File: src/rtl/dbg_pkg.sv
// Shared types and constants for the debug monitor: LED page encoding,
// LED nibble width, heartbeat width and a nibble-select helper.
package dbg_pkg;

    localparam int LED_W = 4;
    localparam int HB_W  = 26;

    typedef enum logic [3:0] {
        PG_HB     = 4'd0,
        PG_STICKY = 4'd1,
        PG_CNT    = 4'd2,
        PG_HOLD   = 4'd3,
        PG_SNAP   = 4'd4,
        PG_EV     = 4'd5,
        PG_STAT   = 4'd6
    } dbg_page_e;

    // Pick nibble idx out of a 32-bit word; idx 7 is the top nibble.
    function automatic logic [LED_W-1:0] nib_sel(input logic [31:0] vec,
                                                 input logic [2:0]  idx);
        return vec[{idx, 2'b00} +: LED_W];
    endfunction

endpackage

File: src/rtl/dbg_monitor_if.sv
// Instruction-commit bus observed by the debug monitor.
interface dbg_monitor_if;

    logic        commit_valid_i;
    logic [31:0] commit_pc_i;

    modport master (output commit_valid_i, output commit_pc_i);
    modport slave  (input  commit_valid_i, input  commit_pc_i);

endinterface

File: src/rtl/dbg_evt_counter.sv
// One event channel: counter with wrap or saturate, sticky-seen and
// overflow/saturation flags. Clear beats events; freeze holds everything.
module dbg_evt_counter #(
    parameter int CNT_W = 32,
    parameter int SAT   = 0
) (
    input  logic             clk,
    input  logic             rst_n,
    input  logic             clr_i,
    input  logic             freeze_i,
    input  logic             ev_i,
    output logic [CNT_W-1:0] cnt_o,
    output logic             sticky_o,
    output logic             sat_o
);

    logic [CNT_W-1:0] cnt_q, cnt_d;
    logic             sticky_q, sticky_d;
    logic             sat_q, sat_d;

    // Next-state: clear, else count an event unless frozen.
    always_comb begin
        cnt_d    = cnt_q;
        sticky_d = sticky_q;
        sat_d    = sat_q;
        if (clr_i) begin
            cnt_d    = '0;
            sticky_d = 1'b0;
            sat_d    = 1'b0;
        end else if (ev_i && !freeze_i) begin
            sticky_d = 1'b1;
            if (&cnt_q) begin
                sat_d = 1'b1;
                cnt_d = (SAT != 0) ? cnt_q : '0;
            end else begin
                cnt_d = cnt_q + CNT_W'(1);
            end
        end
    end

    // Channel state registers.
    always_ff @(posedge clk or negedge rst_n) begin
        if (!rst_n) begin
            cnt_q    <= '0;
            sticky_q <= 1'b0;
            sat_q    <= 1'b0;
        end else begin
            cnt_q    <= cnt_d;
            sticky_q <= sticky_d;
            sat_q    <= sat_d;
        end
    end

    assign cnt_o    = cnt_q;
    assign sticky_o = sticky_q;
    assign sat_o    = sat_q;

endmodule

File: src/rtl/dbg_monitor.sv
// Debug monitor: per-channel event statistics, PC tracking (last, sampled
// with hold-off, snapshot) and a sticky completion flag, all viewable one
// nibble at a time on a registered LED output selected by page/index.
module dbg_monitor
    import dbg_pkg::*;
#(
    parameter int          NUM_EV    = 8,
    parameter int          CNT_W     = 32,
    parameter int          CNT_SHIFT = 14,
    parameter int          SAT       = 0,
    parameter int          HOLD_W    = 24,
    parameter logic [31:0] DONE_PC   = 32'h0000_0694
) (
    input  logic              clk,
    input  logic              rst_n,
    input  logic [NUM_EV-1:0] ev_i,
    dbg_monitor_if.slave      commit_if,
    input  logic [3:0]        page_sel_i,
    input  logic [2:0]        idx_sel_i,
    input  logic              snap_req_i,
    input  logic              clr_i,
    input  logic              freeze_i,
    output logic [LED_W-1:0]  led_o,
    output logic              done_o
);

    localparam logic [31:0] DONE_PC_ALT = DONE_PC + 32'd4;

    logic              commit_valid;
    logic [31:0]       commit_pc;

    logic [HB_W-1:0]   hb_q, hb_d;
    logic [31:0]       pc_last_q, pc_last_d;
    logic [31:0]       pc_snap_q, pc_snap_d;
    logic [3:0]        pc_hold_nib_q, pc_hold_nib_d;
    logic [HOLD_W-1:0] hold_q, hold_d;
    logic [2:0]        idx_q, idx_d;
    logic              snap_req_q, snap_req_d;
    logic              done_q, done_d;
    logic [LED_W-1:0]  led_q, led_d;

    logic              snap_trig;
    logic [NUM_EV-1:0] sticky;
    logic [NUM_EV-1:0] sat;
    logic [LED_W-1:0]  cnt_nib [NUM_EV];
    logic [LED_W-1:0]  cnt_sel;
    logic [31:0]       sticky_ext;
    logic [31:0]       sat_ext;
    logic [31:0]       ev_ext;

    assign commit_valid = commit_if.commit_valid_i;
    assign commit_pc    = commit_if.commit_pc_i;

    for (genvar gi = 0; gi < NUM_EV; gi++) begin : g_ch
        logic [CNT_W-1:0] cnt;

        dbg_evt_counter #(
            .CNT_W (CNT_W),
            .SAT   (SAT)
        ) u_cnt (
            .clk      (clk),
            .rst_n    (rst_n),
            .clr_i    (clr_i),
            .freeze_i (freeze_i),
            .ev_i     (ev_i[gi]),
            .cnt_o    (cnt),
            .sticky_o (sticky[gi]),
            .sat_o    (sat[gi])
        );

        assign cnt_nib[gi] = LED_W'(cnt >> CNT_SHIFT);
    end

    // Channels beyond NUM_EV read as zero through the padding.
    assign sticky_ext = 32'(sticky);
    assign sat_ext    = 32'(sat);
    assign ev_ext     = 32'(ev_i);

    assign snap_trig = (idx_sel_i != idx_q) || (snap_req_i && !snap_req_q);

    // PC tracking, hold-off sampler, edge detectors, heartbeat and done flag.
    always_comb begin
        hb_d          = hb_q + HB_W'(1);
        idx_d         = idx_sel_i;
        snap_req_d    = snap_req_i;
        pc_last_d     = pc_last_q;
        pc_snap_d     = pc_snap_q;
        pc_hold_nib_d = pc_hold_nib_q;
        hold_d        = hold_q;
        done_d        = done_q;
        if (clr_i) begin
            pc_last_d     = '0;
            pc_snap_d     = '0;
            pc_hold_nib_d = '0;
            hold_d        = '0;
            done_d        = 1'b0;
        end else begin
            // Snapshot takes pc_last before any same-cycle commit lands.
            if (snap_trig && !freeze_i) pc_snap_d = pc_last_q;
            if (commit_valid && !freeze_i) pc_last_d = commit_pc;
            if (hold_q == '0) begin
                if (commit_valid) begin
                    pc_hold_nib_d = commit_pc[5:2];
                    hold_d        = '1;
                end
            end else begin
                hold_d = hold_q - HOLD_W'(1);
            end
            if (commit_valid && (commit_pc == DONE_PC || commit_pc == DONE_PC_ALT))
                done_d = 1'b1;
        end
    end

    // LED page mux, registered below for a fixed one-cycle latency.
    always_comb begin
        cnt_sel = '0;
        for (int i = 0; i < NUM_EV; i++) begin
            if (int'(idx_sel_i) == i) cnt_sel = cnt_nib[i];
        end
        case (dbg_page_e'(page_sel_i))
            PG_HB:     led_d = hb_q[HB_W-1 -: LED_W];
            PG_STICKY: led_d = nib_sel(sticky_ext, idx_sel_i);
            PG_CNT:    led_d = cnt_sel;
            PG_HOLD:   led_d = pc_hold_nib_q;
            PG_SNAP:   led_d = nib_sel(pc_snap_q, idx_sel_i);
            PG_EV:     led_d = nib_sel(ev_ext, idx_sel_i);
            PG_STAT:   led_d = {done_q, |sticky, sat_ext[{2'b00, idx_sel_i}], freeze_i};
            default:   led_d = '0;
        endcase
    end

    // Monitor state registers.
    always_ff @(posedge clk or negedge rst_n) begin
        if (!rst_n) begin
            hb_q          <= '0;
            pc_last_q     <= '0;
            pc_snap_q     <= '0;
            pc_hold_nib_q <= '0;
            hold_q        <= '0;
            idx_q         <= '0;
            snap_req_q    <= 1'b0;
            done_q        <= 1'b0;
            led_q         <= '0;
        end else begin
            hb_q          <= hb_d;
            pc_last_q     <= pc_last_d;
            pc_snap_q     <= pc_snap_d;
            pc_hold_nib_q <= pc_hold_nib_d;
            hold_q        <= hold_d;
            idx_q         <= idx_d;
            snap_req_q    <= snap_req_d;
            done_q        <= done_d;
            led_q         <= led_d;
        end
    end

    assign led_o  = led_q;
    assign done_o = done_q;

endmodule

File: src/flat_wrapper.sv
// flat-port wrapper written by rule: the top's interface ports become plain ports
module dbg_monitor_flat import dbg_pkg::*;
#(
    parameter int          NUM_EV    = 8,
    parameter int          CNT_W     = 32,
    parameter int          CNT_SHIFT = 14,
    parameter int          SAT       = 0,
    parameter int          HOLD_W    = 24,
    parameter logic [31:0] DONE_PC   = 32'h0000_0694
)
  (clk, rst_n, ev_i, page_sel_i, idx_sel_i, snap_req_i, clr_i, freeze_i, led_o, done_o, commit_if_commit_valid_i, commit_if_commit_pc_i);
  dbg_monitor_if commit_if_i ();
  input  logic clk;
  input  logic rst_n;
  input  logic [NUM_EV-1:0] ev_i;
  input  logic [3:0] page_sel_i;
  input  logic [2:0] idx_sel_i;
  input  logic snap_req_i;
  input  logic clr_i;
  input  logic freeze_i;
  output logic [LED_W-1:0] led_o;
  output logic done_o;
  input wire logic [$bits(commit_if_i.commit_valid_i)-1:0] commit_if_commit_valid_i;
  input wire logic [$bits(commit_if_i.commit_pc_i)-1:0] commit_if_commit_pc_i;
  assign commit_if_i.commit_valid_i = commit_if_commit_valid_i;
  assign commit_if_i.commit_pc_i = commit_if_commit_pc_i;
  dbg_monitor #(.NUM_EV(NUM_EV), .CNT_W(CNT_W), .CNT_SHIFT(CNT_SHIFT), .SAT(SAT), .HOLD_W(HOLD_W), .DONE_PC(DONE_PC)) u_core (.clk(clk), .rst_n(rst_n), .ev_i(ev_i), .commit_if(commit_if_i), .page_sel_i(page_sel_i), .idx_sel_i(idx_sel_i), .snap_req_i(snap_req_i), .clr_i(clr_i), .freeze_i(freeze_i), .led_o(led_o), .done_o(done_o));
endmodule
File: config.mk
export PLATFORM = sky130hd
export DESIGN_NAME = dbg_monitor_flat
export DESIGN_NICKNAME = d
export VERILOG_FILES = /design/src/rtl/dbg_pkg.sv /design/src/rtl/dbg_monitor_if.sv /design/src/rtl/dbg_evt_counter.sv /design/src/rtl/dbg_monitor.sv /design/src/flat_wrapper.sv
export SDC_FILE = /design/constraint.sdc
export NUM_CORES = 1
export LEC_CHECK = 0
export CAP_MARGIN = 20
export CORE_MARGIN = 10
export CORE_UTILIZATION = 63
export CTS_BUF_LIST = sky130_fd_sc_hd__clkbuf_2
export CTS_CLUSTER_SIZE = 12
export DETAILED_ROUTE_END_ITERATION = 7
export MAX_ROUTING_LAYER = met4
export PLACE_DENSITY = 0.82
export SYNTH_ARGS = -nofsm -noshare
export SYNTH_HDL_FRONTEND = slang
export SYNTH_SLANG_ARGS = --single-unit
File: constraint.sdc
create_clock -name clk -period 2.7 [get_ports clk]
set_input_delay 0.27 -clock clk [delete_from_list [all_inputs] [get_ports clk]]
set_output_delay 0.27 -clock clk [all_outputs]
set_load 0.02 [all_outputs]
# [After elaboration in Yosys (flattened, before gate mapping)]
# Cells that the tools add are included.
[totals] ff_bits=399 input_bits=53 output_inout_bits=5
[op_classes] add_sub_neg=10 order_cmp=1 n_eq_ne=17 shifts=3 n_mux=87 n_reduce_logical=58
[op_table] op="32-bit two-way mux" count=28
[op_table] op="32-bit by 1-bit adder with 32-bit output, second input constant" count=8
[op_table] op="32-bit AND reduction" count=8
[op_table] op="32-bit by 6-bit indexed part select with 4-bit output" count=3
[op_table] op="24-bit two-way mux" count=3
[op_table] op="32-bit by 11-bit == test with 1-bit output, second input constant" count=2
[op_table] op="4-bit two-way mux" count=11
[op_table] op="1-bit two-way mux" count=43
[op_table] op="2-bit nonzero test" count=21
[op_table] op="4-bit case mux with 7 select lines" count=1
[op_table] op="26-bit by 1-bit adder with 26-bit output, second input constant" count=1
[op_table] op="24-bit logical NOT" count=1
[op_table] op="24-bit by 1-bit subtractor with 24-bit output, second input constant" count=1
[op_table] op="2-bit AND reduction" count=9
[op_table] op="3-bit == test, second input constant" count=4
[op_table] op="4-bit by 3-bit == test with 1-bit output, second input constant" count=3
[op_table] op="1-bit logical AND" count=12
[op_table] op="4-bit by 2-bit == test with 1-bit output, second input constant" count=2
[op_table] op="8-bit OR reduction" count=1
[op_table] op="3-bit by 2-bit == test with 1-bit output, second input constant" count=2
[op_table] op="3-bit by 6-bit less-than comparator with 1-bit output, second input constant" count=1
[op_table] op="4-bit by 1-bit == test with 1-bit output, second input constant" count=1
[op_table] op="4-bit logical NOT" count=1
[op_table] op="1-bit binary-select mux with 3-bit select" count=1
[op_table] op="6 further kinds" count=8

# [Longest topological paths before layout]
[depth] depth_word=10 depth_mapped=9 ltp_nobuf=6

# [Hierarchy]
# From an unflattened synthesis, not the netlist that was laid out.
[unflattened] hier_cells=2124 area_unflattened_um2=20872.5
[by_module_without_submodules] module="dbg_evt_counter" n_inst=8 cells_each=181 area_per_inst_um2=1790.5
[by_module_without_submodules] module="dbg_monitor" n_inst=1 cells_each=676 area_per_inst_um2=6548.8

# [Worst setup path after synthesis]
# No wires, ideal clock.
[synth_path] path_type="flip-flop to flip-flop" from="register u_core.hold_q[2]" to="register u_core.hold_q[15]" arrival_time_ns=2.092 required_ns=2.576 slack_ns=0.484 path_stages_with_launch=8 path_buffers=2 synth_period_minus_slack_ns=2.216 path_cell_list="dfrtp_1 > nor4_1 > nand2_1 > or3_1 > clkbuf_1 > clkbuf_1 > a211oi_1 > nor2_1"
[synth_between] elab_chain_cells=3
[synth_lines] element="start, declared" line_no="dbg_monitor.sv:36" text="logic [HOLD_W-1:0] hold_q, hold_d;"
[synth_lines] element="start signal, assigned" line_no="dbg_monitor.sv:149" text="hold_q <= hold_d;"
[synth_lines] element="24-bit by 1-bit subtractor with 24-bit output or 24-bit logical NOT (tied branches)" line_no="dbg_monitor.sv:107, dbg_monitor.sv:101"
[synth_lines] element="24-bit two-way mux" line_no="dbg_monitor.sv:101" text="if (hold_q == '0) begin"
[synth_lines] element="24-bit two-way mux" line_no="dbg_monitor.sv:91" text="if (clr_i) begin"
# Several ways; a longest one is shown, not always the timed one.
# A chain may end at the register's enable or synchronous reset.

# [Worst setup path after layout]
[layout_path] from="register u_core.g_ch[1].u_cnt.cnt_q[14]" to="register u_core.g_ch[1].u_cnt.cnt_q[28]"
[layout_between] elab_chain_cells=4
[layout_lines] element="start, declared" line_no="dbg_evt_counter.sv:17" text="logic [CNT_W-1:0] cnt_q, cnt_d;"
[layout_lines] element="start signal, assigned" line_no="dbg_evt_counter.sv:48" text="cnt_q <= cnt_d;"
[layout_lines] element="32-bit by 1-bit adder with 32-bit output or 32-bit AND reduction (tied branches)" line_no="dbg_evt_counter.sv:36, dbg_evt_counter.sv:32"
[layout_lines] element="32-bit two-way mux (*)" line_no="dbg_evt_counter.sv:32" text="if (&cnt_q) begin"
[layout_lines] element="32-bit two-way mux (*)" line_no="dbg_evt_counter.sv:30" text="end else if (ev_i && !freeze_i) begin"
[layout_lines] element="32-bit two-way mux (*)" line_no="dbg_evt_counter.sv:26" text="if (clr_i) begin"
# Every way passes the cells marked *; elsewhere a longest branch is shown, timed or not. The select of a mux whose other input is x is not followed.

==> metrics list <==
- Clock tree synthesis found a total of 399 sinks.
- Post-synthesis to final-layout area growth: 13.3%
- Antenna-violating nets left: 0
* Final routed wire length divided by cell count: 17.2 microns
* Count of buffers added by post-CTS timing repair for setup: 0
- No sink is reached through more buffers than the 3 on the longest clock path.
* Placed instance count: 2,716
- Reg power frac: 53.2%
* Endpoint, Worst Hold: u_core.g_ch[3].u_cnt.sticky_o$_DFFE_PN0P_
- Cell taking the most area after synthesis: sky130_fd_sc_hd__dfrtp_1
- Distinct cell type count after synthesis: 77
* Cell-by-cell listing of the critical path: nand4_1, or4b_2, nor2_1, a31o_2, nor2_1
- Register clock-pin slew on the reported worst setup and hold paths: 0.10 ns
- Area of the die: 40,200 sq um
- Clock H-tree levels: 3
* Placeable core area: 32,400 sq um
* Max Clock Skew: 0.0671 ns
* Crit Reg-Reg Startpoint: u_core.g_ch[1].u_cnt.cnt_o[14]$_DFFE_PN0P_
- Nets: 2,480
* Critical path data required time: 3.53 ns
* Signal arrival time at the worst endpoint: 3.26 ns
* Type of the tightest min-delay check: in -> reg
* Fraction of power spent switching nets: 31.1%
- Along the worst hold path, the cell count comes to 4.
* Worst path slowest cell: sky130_fd_sc_hd__or4b_2
* GRT Overall Usage: 25.7%
- The clock period could shrink to 2.43 ns.
- Sequential elements use 48.6% of the synthesized area.
- The number of global-route vias before repair came to 17,430.
* Die X: 201 microns
* Flop-to-flop setup slack: 0.27 ns
* Reported max-cap violation count: 0
- Worst Hold Launch: ev_i[3]
* Leakage dissipation: 9.75 nW
* Synth top area cells: sky130_fd_sc_hd__dfrtp_1 49%, sky130_fd_sc_hd__xnor2_1 6.2%, sky130_fd_sc_hd__nor2_1 5.8%
- The max-slew violation total from the final report came to 0.
- Clock tree from TritonCTS: built
- The mapped netlist covers 20,500 sq um.
- Once detailed placement completed, the half-perimeter wirelength came to 33,900 microns.
* Worst R2R Path Depth: 5
* Power share of the combinational group: 14.0%
- Synthesized area divided by synthesized cell count: 9.18 sq um
- Fraction of final layout cells sized beyond drive strength 1: 11.1%
- For this block, the via count after detailed routing is 17,742.
- In this run the power spent charging and discharging nets is 3.73 mW.
- Summed over all failing endpoints, the final setup total negative slack is 0 ns.
* FFs w/ async S/R, synth: 100%
- At the end of routability-driven placement, the weighted congestion stood at 0.933.
- The detailed router finished its first iteration with 1,290 violations.
- IR analysis of the VDD net gives a maximum drop of 0.606 mV.
- Inserted Clock Buffers: 100
* Number of antenna violations at the first check in global routing: 4
- Cell-internal power: 8.27 mW
- RSZ-0062 raised after global routing: false
* Total count of hold-check failures in the final report: 0
- With fillers left out, the area of the finished cells amounts to 23,300 sq um.
* Slew HR: 47.3%
- The kind of cell with the highest combined delay along the critical path is simple AND/OR/NAND/NOR gates.
- DRC violation count after routing: 0
- Synthesis produced a netlist with a net count of 2,303.
- Worst Path Max Fanout: 27
* Fmax: 412 MHz
* Die height: 201 microns
- Top-count cell post-synth: sky130_fd_sc_hd__dfrtp_1
- Global route overflow: 0
* Cell types with the highest counts after synthesis: 399 x sky130_fd_sc_hd__dfrtp_1, 320 x sky130_fd_sc_hd__nor2_1, 285 x sky130_fd_sc_hd__nand2_1
- Router iterations before antenna repair: 8
* CTS Root Cell: sky130_fd_sc_hd__clkbuf_2
* Worst Setup Path Type: reg -> reg
- R2r endpoint: u_core.g_ch[1].u_cnt.cnt_o[28]$_DFFE_PN0P_
- Outcome: finished clean
* Actual slew at the worst max-slew pin: 0.786 ns
* Row count: 66
* Worst-Skew Late Latency: 1.03 ns
- The worst setup path is launched from a flop.
- The first global-routing pass estimated 85,000 microns of wire.
- Top-area cell type share of the netlist area: 48.6%
- Yosys mapped a number of flops with a built-in enable equal to 0.
* Share of total power in the clock network: 32.8%
- Once the floorplan was initialized, standard cells occupied 63.5% of the core.
* Kind of end point of the critical path: flop
* Synth Instances: 2,239
* Total length of routed wires: 50,600 microns
- Number of cells in the finished layout apart from fillers: 2,937
- Endpoints failing setup: 0
* Syn. warnings: 0
- The placed instances occupy a cell area of 22,000 sq um.
- The critical path contains buffers and inverters numbering 0 combined.
- In this run the tool buffered the top-level ports with 57 buffer cells.
- Synthesis inferred 399 register bits.
- Final clock period utilization by the worst path: 89.9%
- Number of vias per cell: 6.04
- Pin placement for this block handled 58 I/O pins.
- Counting stages on the worst path, the most repeated cell is sky130_fd_sc_hd__nor2_1.
- Pin count of the biggest net entering global routing: 92
- Critical path's largest stage delay: 0.72 ns
- Power spread over the standard cell area amounts to 516 nW/um^2.
* Most used flip-flop cell after synthesis: sky130_fd_sc_hd__dfrtp_1
-- state kept, by name (all words and copies together), names as in the netlist --
name,flops
u_core.pc_snap_q,32
u_core.hb_q,26
u_core.led_o,4
u_core.g_ch.u_cnt.cnt_o,256
u_core.hold_q,24
u_core.g_ch.u_cnt.sat_o,8
u_core.idx_q,3
u_core.snap_req_q,1
u_core.done_o,1
u_core.g_ch.u_cnt.sticky_o,8
u_core.pc_last_q,32
u_core.pc_hold_nib_q,4
-- tightest hold or removal path, cell delays in order --
cell and delay [ns]:
sky130_fd_sc_hd__clkdlybuf4s50_1 0.49, sky130_fd_sc_hd__nor2b_1 0.20, sky130_fd_sc_hd__nor2_1 0.09, sky130_fd_sc_hd__nor2_1 0.05
-- power by group through the flow --
stage	registers, mW	clock network, mW	logic, mW
after floorplan	6.46	0	1.04
after global placement	6.47	0	1.54
after detailed placement	6.49	0	1.60
after CTS	6.37	4.03	1.66
after global routing	6.42	4.35	1.85
final	6.39	3.93	1.68
-- cell usage in the layout (no fill, tap or decap), types with 12 or more instances in the layout --
cell	n
sky130_fd_sc_hd__nor4_1	79
sky130_fd_sc_hd__and4_1	25
sky130_fd_sc_hd__clkdlybuf4s50_1	54
sky130_fd_sc_hd__or3_1	27
sky130_fd_sc_hd__dfrtp_1	399
sky130_fd_sc_hd__and3_1	33
sky130_fd_sc_hd__xnor2_1	145
sky130_fd_sc_hd__o21ai_0	74
sky130_fd_sc_hd__nor3_1	69
sky130_fd_sc_hd__o31ai_1	13
sky130_fd_sc_hd__buf_4	73
sky130_fd_sc_hd__nand4_1	90
sky130_fd_sc_hd__xor2_1	88
sky130_fd_sc_hd__clkinv_1	30
sky130_fd_sc_hd__a21oi_1	66
sky130_fd_sc_hd__a211oi_1	12
sky130_fd_sc_hd__mux2i_1	20
sky130_fd_sc_hd__inv_1	44
sky130_fd_sc_hd__dlygate4sd3_1	39
sky130_fd_sc_hd__nor2_1	319
sky130_fd_sc_hd__nor2b_1	13
sky130_fd_sc_hd__nand2_1	285
sky130_fd_sc_hd__nand3_1	126
sky130_fd_sc_hd__clkbuf_2	138
sky130_fd_sc_hd__or4_1	17
-- routing by layer --
metal	global-route usage, %	share of wire [%]
met5	-	0
met4	10.1	3.1
met3	4.91	6.6
met2	41.2	49
met1	31.8	42
-- cell families after synthesis --
| group | count (synthesis) | synth area share [%] |
|---|---|---|
| compound gates | 265 | 8.35 |
| xor+xnor | 233 | 9.93 |
| fa+ha+maj | 11 | 0.670 |
| buf+inv | 147 | 2.75 |
| flops | 399 | 48.6 |
| mux | 35 | 2.40 |
| simple gates | 1149 | 27.3 |
-- how the worst max path moves through the flow --
stage | from | end | slack [ns] | depth (start not counted)
finish | u_core.g_ch[1].u_cnt.cnt_o[14]$_DFFE_PN0P_ | u_core.g_ch[1].u_cnt.cnt_o[28]$_DFFE_PN0P_ | 0.27 | 5
detailed placement | freeze_i | u_core.g_ch[7].u_cnt.cnt_o[10]$_DFFE_PN0P_ | 0.18 | 7
global route | u_core.g_ch[1].u_cnt.cnt_o[15]$_DFFE_PN0P_ | u_core.g_ch[1].u_cnt.cnt_o[30]$_DFFE_PN0P_ | 0.11 | 5
floorplan | u_core.hold_q[2]$_DFFE_PN0P_ | u_core.hold_q[15]$_DFFE_PN0P_ | 0.48 | 7
CTS | u_core.done_o$_DFFE_PN0P_ | done_o | 0.24 | 1
global placement | freeze_i | u_core.g_ch[7].u_cnt.cnt_o[27]$_DFFE_PN0P_ | 0.22 | 7
-- stage by stage --
| step | worst slack, ns | hold slack, ns | utilization (%) | total power [mW] |
|---|---|---|---|---|
| floorplan | 0.484 | -0.0256 | - | 7.50 |
| global placement | 0.221 | 0.249 | 67.9 | 8.01 |
| detailed placement | 0.176 | 0.253 | 67.9 | 8.09 |
| CTS | 0.239 | 0.0302 | 71.9 | 12.1 |
| global route | 0.111 | 0.103 | 71.9 | 12.6 |
| finish | 0.272 | 0.115 | 71.9 | 12.0 |
-- area by class of cell --
type | instances | area (sq um)
clock inverter | 39 | 174
inverter | 46 | 174
sequential | 399 | 9980
multi-input combinational | 1693 | 10000
fill | 2370 | 9090
clock buffer | 138 | 691
antenna | 4 | 10.0
timing repair buffer | 176 | 1670
tap | 442 | 553
-- what timing repair did --
action | in CTS | in global routing
resized for setup | 0 | 0
hold endpoints to repair | 520 | 0
hold buffers | 40 | 0
(Power assumes the default switching activity.)
